`config.mk`:
```
export PLATFORM = sky130hd
export DESIGN_NAME = inst_fetch_unit
export DESIGN_NICKNAME = d
export VERILOG_FILES = /design/src/rtl/inst_fetch_unit.sv
export SDC_FILE = /design/constraint.sdc
export NUM_CORES = 1
export LEC_CHECK = 0
export CAP_MARGIN = 20
export CORE_AREA = 2 2 115 117
export CTS_BUF_LIST = sky130_fd_sc_hd__clkbuf_4 sky130_fd_sc_hd__clkbuf_8
export DETAILED_ROUTE_END_ITERATION = 8
export DIE_AREA = 0 0 117 119
export RECOVER_POWER = 100
export SETUP_SLACK_MARGIN = 0.5
export SLEW_MARGIN = 0
export SYNTH_ARGS = -nofsm -noshare
export SYNTH_HDL_FRONTEND = slang
export SYNTH_SLANG_ARGS = --single-unit
export TNS_END_PERCENT = 100
```
`constraint.sdc`:
```
create_clock -name clk -period 3.25 [get_ports clk]
set_clock_uncertainty 0.2 [all_clocks]
set_input_delay 0.325 -clock clk [delete_from_list [all_inputs] [get_ports clk]]
set_output_delay 0.325 -clock clk [all_outputs]
set_load 0.02 [all_outputs]
```
`src/rtl/inst_fetch_unit.sv`:
```
// Instruction fetch stage: owns the fetch PC, issues synchronous ROM reads and
// queues returned instructions in a show-ahead prefetch FIFO with valid/ready output.
module inst_fetch_unit #(
    parameter int                 DEPTH    = 4,
    parameter int                 ADDR_W   = 8,
    parameter int                 INSTR_W  = 16,
    parameter logic [ADDR_W-1:0]  RESET_PC = '0
) (
    input  logic               clk,
    input  logic               rst_n,
    input  logic               fetch_en,
    output logic               rom_rd_en,
    output logic [ADDR_W-1:0]  rom_addr,
    input  logic [INSTR_W-1:0] rom_data,
    output logic [INSTR_W-1:0] instr,
    output logic [ADDR_W-1:0]  instr_pc,
    output logic               instr_valid,
    input  logic               instr_ready,
    input  logic               redirect,
    input  logic [ADDR_W-1:0]  redirect_pc
);

    localparam int PTR_W = $clog2(DEPTH);
    localparam int CNT_W = PTR_W + 1;

    typedef struct packed {
        logic [INSTR_W-1:0] instr;
        logic [ADDR_W-1:0]  pc;
    } entry_t;

    logic [ADDR_W-1:0] fetch_pc_q, fetch_pc_d;
    logic [ADDR_W-1:0] issued_pc_q, issued_pc_d;
    logic              inflight_q, inflight_d;
    logic [PTR_W-1:0]  wr_ptr_q, wr_ptr_d;
    logic [PTR_W-1:0]  rd_ptr_q, rd_ptr_d;
    logic [CNT_W-1:0]  count_q, count_d;
    entry_t            mem_q [DEPTH];

    logic              issue;
    logic              push;
    logic              pop;
    logic [CNT_W:0]    occupancy;
    entry_t            head;

    // Issue only when the queue can absorb every read already committed to it,
    // so a response can never arrive into a full FIFO.
    always_comb begin
        occupancy = {1'b0, count_q} + (CNT_W + 1)'(inflight_q);
        issue     = rst_n & fetch_en & ~redirect & (occupancy < (CNT_W + 1)'(DEPTH));
        push      = inflight_q & ~redirect;
        pop       = (count_q != '0) & instr_ready & ~redirect;
    end

    // NOTE: every next-state signal gets its default (hold) first so no path
    // through this block leaves one unassigned and infers a latch.
    always_comb begin
        fetch_pc_d  = fetch_pc_q;
        issued_pc_d = issued_pc_q;
        inflight_d  = 1'b0;
        wr_ptr_d    = wr_ptr_q;
        rd_ptr_d    = rd_ptr_q;
        count_d     = count_q;
        if (redirect) begin
            fetch_pc_d = redirect_pc;
            wr_ptr_d   = '0;
            rd_ptr_d   = '0;
            count_d    = '0;
        end else begin
            if (issue) begin
                fetch_pc_d  = fetch_pc_q + ADDR_W'(1);
                issued_pc_d = fetch_pc_q;
                inflight_d  = 1'b1;
            end
            if (push) wr_ptr_d = wr_ptr_q + PTR_W'(1);
            if (pop)  rd_ptr_d = rd_ptr_q + PTR_W'(1);
            count_d = count_q + CNT_W'(push) - CNT_W'(pop);
        end
    end

    // NOTE: state registers use non-blocking assignments so every flop samples
    // the pre-edge values regardless of block ordering.
    always_ff @(posedge clk or negedge rst_n) begin
        if (!rst_n) begin
            fetch_pc_q  <= RESET_PC;
            issued_pc_q <= '0;
            inflight_q  <= 1'b0;
            wr_ptr_q    <= '0;
            rd_ptr_q    <= '0;
            count_q     <= '0;
        end else begin
            fetch_pc_q  <= fetch_pc_d;
            issued_pc_q <= issued_pc_d;
            inflight_q  <= inflight_d;
            wr_ptr_q    <= wr_ptr_d;
            rd_ptr_q    <= rd_ptr_d;
            count_q     <= count_d;
        end
    end

    // NOTE: FIFO storage is not reset; count_q alone decides which entries are
    // meaningful, and the outputs are masked while the queue is empty.
    always_ff @(posedge clk) begin
        if (push) mem_q[wr_ptr_q] <= entry_t'{instr: rom_data, pc: issued_pc_q};
    end

    always_comb begin
        head        = mem_q[rd_ptr_q];
        instr_valid = (count_q != '0);
        instr       = instr_valid ? head.instr : '0;
        instr_pc    = instr_valid ? head.pc : '0;
        rom_rd_en   = issue;
        rom_addr    = fetch_pc_q;
    end

endmodule
```
==> out/summary.json <==
{
  "result_of_the_run": "finished, violations left",
  "failed_checks": "capacitance limit, slew limit",
  "post_synth_instance_area_mm2": 0.00495,
  "clk_path_buf_depth": 2,
  "design.portCount": 63,
  "sequential_cell_area_mm2": 0.00348,
  "detailedPlace.worstSlack_ps": 683,
  "grt_overflow_total": 0,
  "synth_enable_flop_cells": 96,
  "syn2layout_area_growth_pct": 24.5,
  "slowest_stage": "mux4_2",
  "criticalPathCategory": "flip-flop to output port",
  "post_dp_cell_area_mm2": 0.00587,
  "fin_worst_hold_slack_ps": 294,
  "final_net_count": 397,
  "drt_iter0_drc": 166,
  "timing.final.hold_violations": 0,
  "grt_pass1_wl_mm": 14.6,
  "period_share_pct": 85.3,
  "post-route-drc-count": 0,
  "via_count_of_the_first_global_routing_pass": 2795,
  "cts.sinks": 120,
  "clkLatencyLatePin_ps": 420,
  "clock_slew_at_the_register_clock_pins_of_the_worst_setup_and_hold_paths_ps": 70,
  "asyncSetResetFlopFracSynth_pct": 20.0,
  "initial_utilization_pct": 38.5,
  "setup_tns_ps": 0,
  "layout-drive-gt1-share_pct": 19.6,
  "synth.avg_cell_area_um2": 17.9,
  "timing.critical_path.to_type": "output port",
  "yosys.cell_count.top_type": "edfxtp_1",
  "multiInputGateArea_mm2": 0.00135,
  "slew_violations": 25,
  "largest_net_degree_at_the_start_of_global_routing": 27,
  "grt_setup_unrepaired": "no",
  "cts_htree_levels": 4,
  "detailroute.via_count": 2635,
  "final.fill_count": 1127,
  "setup_viol": 0,
  "hold_path_class": "primary input to flip-flop",
  "netlist_top_cells_area": "edfxtp_1 58%, dfrtp_1 12%, mux4_2 11%",
  "worst_slew_margin_rel_pct": -5.91,
  "cellLeakagePower_nw": 2.19,
  "max_cap_viol_count": 1,
  "clock-root-buffer": "clkbuf_8",
  "layout_min_cycle_time_ps": 2770,
  "fin_ws_ps": 479,
  "flop_and_latch_count_out_of_synthesis": 120,
  "synth_seq_area_share_pct": 70.4,
  "crit_path_cell_trace": "clkbuf_4 > mux4_2 > and2_1 > dlygate4sd2_1",
  "ys.flop_type": "edfxtp_1",
  "postSynthNetCount": 314,
  "detail_route.wl_per_cell_um": 16.2,
  "worst_ep_required_time_ps": 2720,
  "timing.critical_path.fanout_max": 19,
  "core_box_area_mm2": 0.0129,
  "post_drt_via_cell_ratio": 4.81,
  "antenna_found_initial": 0,
  "drt.antenna.violating_nets": 0,
  "yosysTopAreaCellShare_pct": 58.2,
  "ys.warnings.count": 0,
  "cp_data_arrival_time_ps": 2250,
  "number_of_placement_rows": 42,
  "place_hpwl_mm": 5.80,
  "synth.cells.most_frequent": "96 x edfxtp_1, 28 x and2_1, 24 x dfrtp_1, 24 x mux4_2, 11 x mux2_2",
  "post_layout_nonfiller_instances": 548,
  "cts_hold_buffers": 0,
  "tritoncts_clock_tree": "done",
  "final_area_mm2": 0.00616,
  "netlist.top_cell.by_area": "edfxtp_1",
  "ir_drop_mv": 0.250,
  "finalWirelength_mm": 8.87,
  "insertedDiodeCount": 0,
  "maxClockFrequency_mhz": 361,
  "synth.lib_cells_used.distinct": 37,
  "place.gp.congestion": 0.787,
  "fp.dieW_um": 117,
  "number_of_input_and_output_port_buffers_inserted": 62,
  "fp.dieArea_mm2": 0.0139,
  "netlist_instances": 276,
  "critPathLaunchType": "flip-flop",
  "dr.pass1.iters": 4,
  "dieHeight_um": 119,
  "timing.critical_path.slowest_cell_delay_ps": 580,
  "global_route.usage.total_pct": 14.2,
  "powerDensity_mw_per_mm2": 695,
  "worst-slew-pin-transition_ps": 1590,
  "cts-buffers-inserted": 17,
  "placed_cells": 515
}
cells in the final DEF (no fill, tap or decap), drive strengths merged, types with 5 or more instances in the layout:
cell type,Yosys,routed
dfrtp,24,24
inv,8,9
mux2,11,11
nand2,8,8
clkbuf,10,28
buf,3,6
and2,28,28
ha,8,8
edfxtp,96,96
clkinv,0,5
mux4,24,24
dlygate4sd3,0,26
dlygate4sd2,0,24
clkinvlp,0,5
clkdlybuf4s50,0,11
nor2,9,9
sequential cells by signal (all words and copies together) (netlist names):
name,flops
mem_q,96
issued_pc_q,8
rom_addr,8
count_q,3
rd_ptr_q,2
wr_ptr_q,2
inflight_q,1
cell type report:
cell class	instances	share of cell area, %
well taps	176	3.57
clock buffers	18	3.92
clock inverters	14	2.54
repair buffers	77	11.0
flip-flops and latches	120	56.5
inverters	8	0.487
multi-input cells	135	21.9
worst paths after layout:
path / from / end / cells past startpoint / slack [ps]
max: rd_ptr_q[0] / instr_pc[0] / 4 / 480
min: redirect_pc[6] / rom_addr[6] / 3 / 290
max reg2reg: inflight_q / mem_q[0][16] / 3 / 480
min reg2reg: issued_pc_q[4] / mem_q[3][4] / 0 / 310
max in group asynchronous: rst_n / rd_ptr_q[0] / 2 / 2060
min in group asynchronous: rst_n / rom_addr[7] / 2 / 310
per-stage QoR:
step / util [%] / power [W]
floorplan: - / 0.00265
global placement: 45.6 / 0.00316
detailed placement: 45.6 / 0.00318
CTS: 48.5 / 0.00442
global route: 47.9 / 0.00453
finish: 47.9 / 0.00428
what timing repair did:
action | 4_1_cts | 5_1_grt
buffers inserted | 1 | 0
pin swaps | 0 | 0
resized for setup | 25 | 2
endpoints found under the setup margin | 25 | 1
gates cloned | 0 | 0
cell families after synthesis:
kind of cell	share of synthesized area, %
flops	70.4
fa+ha+maj	2.43
buf+inv	1.69
compound gates	2.45
xor+xnor	0.885
simple gates	8.16
mux	14.0
layer usage:
metal / vias to the layer above / global-route usage, % / wire (um)
li1: 1236 / - / -
met1: 1312 / 18.1 / 3940
met2: 77 / 22.8 / 4320
met3: 10 / 5.45 / 532
met4: 0 / 4.19 / 75
met5: - / 0 / 0
report_power, final:
group          internal [W]  switching [W]
clock              0.000755       0.000554
sequential          0.00182       0.000116
combinational      0.000494       0.000548
worst max-delay path, delay by kind of cell, from the launching register on:
| kind | cells | cell delay [ps] |
|---|---|---|
| buffers and inverters | 2 | 710 |
| muxes | 1 | 580 |
| and+or+nand+nor | 1 | 170 |
| DFF | 1 | 360 |
(Power assumes the default switching activity.)
